==> src/rtl/lcd_scanout_reader.sv <==
// Frame-buffer scanout: bursts pixel words from SDRAM into a word FIFO and unpacks 4 pixels/word, LSB first.
// Pixel output is 1 cycle after i_Pixel_Ready; an empty FIFO under demand sets a sticky o_Underflow.
module lcd_scanout_reader #(
    parameter int         BURST_LEN   = 8,
    parameter int         FRAME_WORDS = 96000,
    parameter int         FIFO_DEPTH  = 64,
    // Must match the command encodings used by the SDRAM controller.
    parameter logic [1:0] CMD_IDLE    = 2'b00,
    parameter logic [1:0] CMD_READ    = 2'b01
) (
    input  logic        i_Clk,
    input  logic        i_Rst_n,
    output logic        o_SDRAM_Request,
    input  logic        i_SDRAM_Yield,
    output logic [1:0]  o_Command,
    output logic [21:0] o_Data_Address,
    input  logic        i_Data_Read_Valid,
    input  logic [31:0] i_Data_Read,
    input  logic        i_Frame_Start,
    input  logic        i_Pixel_Ready,
    output logic [7:0]  o_Pixel,
    output logic        o_Pixel_Valid,
    output logic        o_Underflow
);
    localparam int AW = $clog2(FIFO_DEPTH);
    localparam int BW = (BURST_LEN > 1) ? $clog2(BURST_LEN) : 1;
    localparam logic [AW:0] MAX_FILL = (AW+1)'(FIFO_DEPTH - BURST_LEN);

    typedef enum logic [1:0] {S_IDLE, S_REQ, S_READ, S_DONE} state_t;

    state_t         state, state_nxt;
    logic [31:0]    mem [FIFO_DEPTH];
    logic [AW-1:0]  wr_ptr, rd_ptr;
    logic [AW:0]    count;
    logic [BW-1:0]  beat_cnt;
    logic [1:0]     byte_idx;
    logic           discard;
    logic [31:0]    rd_word;
    logic [21:0]    addr_inc;
    logic           room, last_beat, push, fifo_empty, take, pop;

    assign room       = (count <= MAX_FILL);
    assign last_beat  = (state == S_READ) && i_Data_Read_Valid && (beat_cnt == BW'(BURST_LEN - 1));
    assign push       = (state == S_READ) && i_Data_Read_Valid && !discard && !i_Frame_Start;
    assign fifo_empty = (count == '0);
    assign take       = i_Pixel_Ready && !fifo_empty && !i_Frame_Start;
    assign pop        = take && (byte_idx == 2'd3);
    assign rd_word    = mem[rd_ptr];
    assign addr_inc   = (o_Data_Address == 22'(FRAME_WORDS - 1)) ? 22'd0 : o_Data_Address + 22'd1;

    always_comb begin
        state_nxt       = state;
        o_SDRAM_Request = 1'b0;
        o_Command       = CMD_IDLE;
        case (state)
            S_IDLE: if (room) state_nxt = S_REQ;
            S_REQ: begin
                o_SDRAM_Request = 1'b1;
                if (i_SDRAM_Yield) state_nxt = S_READ;
            end
            S_READ: begin
                o_SDRAM_Request = 1'b1;
                o_Command       = CMD_READ;
                if (last_beat) state_nxt = S_DONE;
            end
            S_DONE:  state_nxt = S_IDLE;
            default: state_nxt = S_IDLE;
        endcase
    end

    // A frame restart during a burst lets the burst finish on the bus; the address rewinds once it ends.
    always_ff @(posedge i_Clk) begin
        if (!i_Rst_n) begin
            state          <= S_IDLE;
            o_Data_Address <= '0;
            beat_cnt       <= '0;
            discard        <= 1'b0;
        end else begin
            state <= state_nxt;
            if (state == S_READ) begin
                if (i_Data_Read_Valid)
                    beat_cnt <= last_beat ? '0 : beat_cnt + BW'(1);
                if (i_Frame_Start)
                    discard <= 1'b1;
                if (last_beat && (discard || i_Frame_Start)) begin
                    o_Data_Address <= '0;
                    discard        <= 1'b0;
                end else if (i_Data_Read_Valid) begin
                    o_Data_Address <= addr_inc;
                end
            end else if (i_Frame_Start) begin
                o_Data_Address <= '0;
            end
        end
    end

    always_ff @(posedge i_Clk) begin
        if (push) mem[wr_ptr] <= i_Data_Read;
    end

    always_ff @(posedge i_Clk) begin
        if (!i_Rst_n || i_Frame_Start) begin
            wr_ptr <= '0;
            rd_ptr <= '0;
            count  <= '0;
        end else begin
            if (push) wr_ptr <= wr_ptr + AW'(1);
            if (pop)  rd_ptr <= rd_ptr + AW'(1);
            count <= count + {{AW{1'b0}}, push} - {{AW{1'b0}}, pop};
        end
    end

    always_ff @(posedge i_Clk) begin
        if (!i_Rst_n) begin
            o_Pixel       <= '0;
            o_Pixel_Valid <= 1'b0;
            o_Underflow   <= 1'b0;
            byte_idx      <= '0;
        end else begin
            o_Pixel_Valid <= take;
            if (i_Frame_Start) begin
                byte_idx    <= '0;
                o_Underflow <= 1'b0;
            end else if (i_Pixel_Ready) begin
                if (fifo_empty) begin
                    o_Underflow <= 1'b1;
                end else begin
                    o_Pixel  <= rd_word[{byte_idx, 3'b000} +: 8];
                    byte_idx <= byte_idx + 2'd1;
                end
            end
        end
    end
endmodule

==> config.mk <==
export PLATFORM = sky130hd
export DESIGN_NAME = lcd_scanout_reader
export DESIGN_NICKNAME = d
export VERILOG_FILES = /design/src/rtl/lcd_scanout_reader.sv
export SDC_FILE = /design/constraint.sdc
export NUM_CORES = 2
export LEC_CHECK = 0
export CAP_MARGIN = 20
export CORE_ASPECT_RATIO = 1.1
export CORE_UTILIZATION = 65
export DETAILED_ROUTE_END_ITERATION = 12
export GPL_TIMING_DRIVEN = 1
export PLACE_DENSITY = 0.8
export SLEW_MARGIN = 40
export SYNTH_ARGS = -nofsm -noshare
export SYNTH_HDL_FRONTEND = slang
export SYNTH_SLANG_ARGS = --single-unit
==> constraint.sdc <==
create_clock -name i_Clk -period 11.27 [get_ports i_Clk]
set_input_delay 2.254 -clock i_Clk [delete_from_list [all_inputs] [get_ports i_Clk]]
set_output_delay 2.254 -clock i_Clk [all_outputs]
set_load 0.005 [all_outputs]
# After elaboration in Yosys (flattened, before gate mapping)
# Memories as Yosys holds them, arrays and structs flattened. A register that Yosys moved wholly into a read port is not among the register bits.
# Index checks and enable logic that the tools add are counted.
# Widths: inputs -> output; s select.
# classes
n_bitwise	3
order_cmp	1
n_reduce_logical	27
eq_ne	10
n_addsub	7
shifts	1
mux	18
# ops
operator	count
$mux 22	5
$shiftx 32x6->8	1
$add 22x1->22 const B	1
$eq 22x17->1 const B	1
$add 6x1->6 const B	2
$mux 6	2
$reduce_and 2->1	5
$logic_and 1x1->1	8
$pmux 2 s4	1
$add 7x1->7	1
$le 7x6->1 const B	1
$logic_not 7->1	1
$sub 7x1->7	1
$eq 2x2->1 const B	3
$mux 1	6
$mux 2	3
$ne 2x2->1 const B	3
$reduce_and 3->1	2
$logic_not 1->1	4
$reduce_bool 2->1	2
$reduce_or 2->1	2
$add 3x1->3 const B	1
$eq 3x3->1 const B	1
$mux 3	1
6 further kinds	9
# word_totals
mem_bits_rw	2048
out_inout_bits	35
in_bits	38
word_cells	79
ff_bits	59
mem_count	1
# mem_list
memory	depth	width	rd	rd_ports_with_merged_regs	wr	line_no	rtl
mem	64	32	1	1	1	32	logic [31:0] mem [FIFO_DEPTH];

# Logic depth before layout (Yosys ltp)
# depth
ltp_word	7
mapped_depth	16
mapped_depth_nobuf	15

# Least setup slack after synthesis
# OpenSTA, ideal clock, no wires.
# synth_timing
path_kind	in2reg
start	in i_Data_Read_Valid
end	mem mem[62][0] (enable)
stages	6
slack_ps	6069
t_arrival_ps	4780
t_required_ps	10849
setup_time_ps	421
n_path_buf	0
cell_sequence	nand2_1 -> nor3_1 -> inv_1 -> nor2_1 -> nand3_1 -> nor2_1
# synth_via
elab_chain_len	5
# synth_lines
element	line_no	rtl
from (decl)	17	input logic i_Data_Read_Valid,
$logic_and 1x1->1 (3 in a row)	44	assign push = (state == S_READ) && i_Data_Read_Valid && !discard && !i_Frame_Start;
$mux 1	98	if (push) mem[wr_ptr] <= i_Data_Read;
$mux 1 (implied by the code)	98	
to (decl)	32	
# No other way between the ends.

# Worst setup path after layout
# layout_timing
start	in i_Data_Read_Valid
end	mem mem[8][7] (enable)
# The elaborated chain is that of the path after synthesis.

==> run_results.csv <==
group,metric,value,unit
timing,hold_violations,0,
route,viasPerCell,7.50,
global_route,grt_pass1_vias,43000,
pwr,p_leak,28.3,nW
timing,finalCritPeriodShare,48.8,%
synth,synth_fa_ha_area_share,0.374,%
global_route,grt_max_degree,110,
worst_setup_path,cp_top_family,"simple AND/OR/NAND/NOR gates",
placed_design,placedCellCount,5604,
clock_network,clock_latency,850,ps
clock_network,root_buffer,"clkbuf_16",
worst_hold_path,hp-class,"register to register",
timing,slew_viol_final,0,
cells_and_area,final_common_cell,"edfxtp_1",
route,drt_iter0_drc,8730,
synth,yosys.area_share.simple,2.62,%
worst_setup_path,cpPeakStageDelay,630,ps
timing,finalSetupTns,0,ps
timing,skew,34.1,ps
clock_network,h-tree-depth,4,
pwr,irDropWorstVdd,0.134,mV
timing,fin_hold_ws,497,ps
placed_design,dp_slack,5110,ps
floorplanning,initial_core_util,65.7,%
worst_setup_path,crit_path_start_kind,"input port",
placed_design,gp_congestion,1.02,
synth,synth_compound_area_share,3.48,%
timing,relSlewSlack,25.4,%
worst_setup_path,arrival,6040,ps
floorplanning,num_rows,136,
synth,synth_area_per_cell,21.0,um^2
route,dr_total_vias,44700,
worst_setup_path,path_cells,"clkdlybuf4s50_1 -> nand2_1 -> nor3_2 -> inv_1 -> nor2_1 -> nand2_1 -> buf_4 -> nor2_4 -> buf_16",
route,dr.pass1.iters,6,
timing,worst_slew_pin_slew,1110,ps
synth,synth_top_family_by_area,"multiplexers",
worst_setup_path,endpoint_kind,"register",
timing,setup_violations,0,
synth,yosysUniqueCellTypes,86,
synth,synthArstFlopShare,0,%
synth,ys_ff_latch,2113,
route,ant_nets,0,
worst_setup_path,critPathSlowestCell,"nor2_4",
worst_setup_path,cp_max_fo,17,
global_route,grt-ovfl-total,0,
floorplanning,die_h,375,um
worst_setup_path,crit_buf_inv,4,
clock_network,post-cts-setup-buffers,0,
timing,fmax,182,MHz
cells_and_area,regArea,62800,um^2
clock_network,holdBufCountCts,0,
cells_and_area,multiInputGateArea,18300,um^2
pwr,power.density,167,nW/um^2
floorplanning,core,125000,um^2
worst_setup_path,worst_path_most_repeated_cell,"nand2_1",
synth,netlist_instances,3917,
cells_and_area,nFillCells,6547,
pwr,total_power,15.5,mW
synth,syn-num-nets,3979,
global_route,antenna_found_initial,18,
flow_run,drv_cap,0,
route,route.detailed.drc,0,
worst_setup_path,cp.required,11810,ps
timing,worst_slack,5770,ps
global_route,track_usage,38.3,%
floorplanning,fp.dieW,341,um
synth,yosys_most_used_dff,"edfxtp_1",
placed_design,dpl.hpwl,141,mm
cells_and_area,most-common-layout-cells,"2,048 x edfxtp_1, 405 x mux4_2, 221 x mux2i_1",
cells_and_area,drive_gt1_share,23.3,%
timing,finalCriticalPeriod,5500,ps
synth,yosysWarnings,0,
synth,synth_enable_flop_cells,2048,
global_route,grt_pass1_wl,334,mm
route,wirelength,243,mm
synth,seq_area_frac_synth,76.3,%
cells_and_area,final_nets,4206,
synth,synth_mux_area_share,14.9,%
clock_network,cts.sinks,2113,
clock_network,path_clk_slew,60,ps
timing,rsz0062_at_grt,"no",
route,post_drt_wl_per_cell,40.8,um
placed_design,numPortBuffers,71,
synth,synth_area,82300,um^2
floorplanning,dieArea,128000,um^2
synth,synth_xor_area_share,0.192,%
worst_setup_path,crit_type,"input port to register",
clock_network,cts_tree,"done",
floorplanning,num_io_pins,73,
cells_and_area,area_growth,13.0,%
clock_network,postCtsResizedCells,0,
clock_network,cts_buffers,191,
clock_network,ctsLongestPathBuffers,3,
cells_and_area,instances_no_fill,5966,
outcome,status,"completed",
## stage by stage
step                      area, um^2  util, %
after floorplan                82300        -
after CTS                      92900     74.2
after global routing           93000     74.3
after global placement         84400     67.4
after detailed placement       86600     69.2
final                          93000     74.3
## sequential cells by signal (all words and copies together) (netlist names), 2 cells and up, named ones only
name	cells
state	2
rd_ptr	6
o_Pixel	8
beat_cnt	3
o_Data_Address	22
mem	2048
wr_ptr	6
count	7
byte_idx	2
## worst paths after layout
| kind | from | to | slack, ps | cells past startpoint |
|---|---|---|---|---|
| setup / recovery | i_Data_Read_Valid | mem[8][7]$_DFFE_PP_ | 5770 | 9 |
| hold / removal | o_Underflow$_SDFFE_PP0P_ | o_Underflow$_SDFFE_PP0P_ | 500 | 2 |
| hold reg to reg | o_Underflow$_SDFFE_PP0P_ | o_Underflow$_SDFFE_PP0P_ | 500 | 2 |
| setup reg to reg | register | o_Pixel[1]$_SDFFE_PN0P_ | 6170 | 9 |
## layout make-up
cell class              count  area share, %
multi-input cells        1573           19.7
clock buffers             224           5.36
diodes                      6         0.0161
inverters                  20         0.0861
repair buffers            245           3.72
well taps                1656           2.23
flip-flops and latches   2113           67.5
clock inverters           129           1.34
## synthesized netlist by cell type (all sizes together), types with 9 or more instances
master	count	area share, %
edfxtp	2048	75
mux4	436	12
mux2i	221	2.7
buf	159	1.8
nor2	145	0.66
nand2	127	0.58
a21oi	79	0.48
dfxtp	65	1.6
o22ai	65	0.49
o21ai	52	0.32
clkbuf	51	0.26
o221ai	38	0.41
nor3	37	0.23
nand3	30	0.18
a2111oi	29	0.33
a22oi	26	0.24
ha	23	0.35
a211oi	21	0.19
inv	18	0.082
nand4	15	0.11
a31oi	14	0.11
and3	13	0.099
and2	12	0.091
nor4	12	0.091
nand3b	11	0.10
xor2	10	0.11
a22o	9	0.096
## where the power goes
part           internal (mW)  switching, mW  leakage (nW)
Sequential              8.62        0.00624          18.9
Combinational         0.0595          0.254          6.28
Clock                   3.66           2.90          3.05
## kinds of logic (layout without fill, tap and decap cells)
| group | count (synthesis) | after routing |
|---|---|---|
| flip-flops | 2113 | 2113 |
| multiplexers | 665 | 665 |
| other | 1 | 7 |
| AND/OR/NAND/NOR | 456 | 456 |
| buffers and inverters | 231 | 618 |
| AO/OA/AOI/OAI | 409 | 409 |
| adder cells (fa/ha/maj) | 24 | 24 |
| XOR/XNOR | 18 | 18 |
## worst register-to-register path, delay by kind of cell (launching register included)
family,cells,cell delay [ps]
and+or+nand+nor,2,830
buffers and inverters,3,1770
DFF,1,580
AOI/OAI and AO/OA,4,1830
## per-layer routing
metal	routed length [um]	up-vias	track usage, %
met3	36400	875	11.1
met5	100	-	0.152
met1	77000	22500	50.2
li1	-	16900	-
met4	17300	14	21.0
met2	112000	4428	58.5
Power figures use the tool's default switching activity.
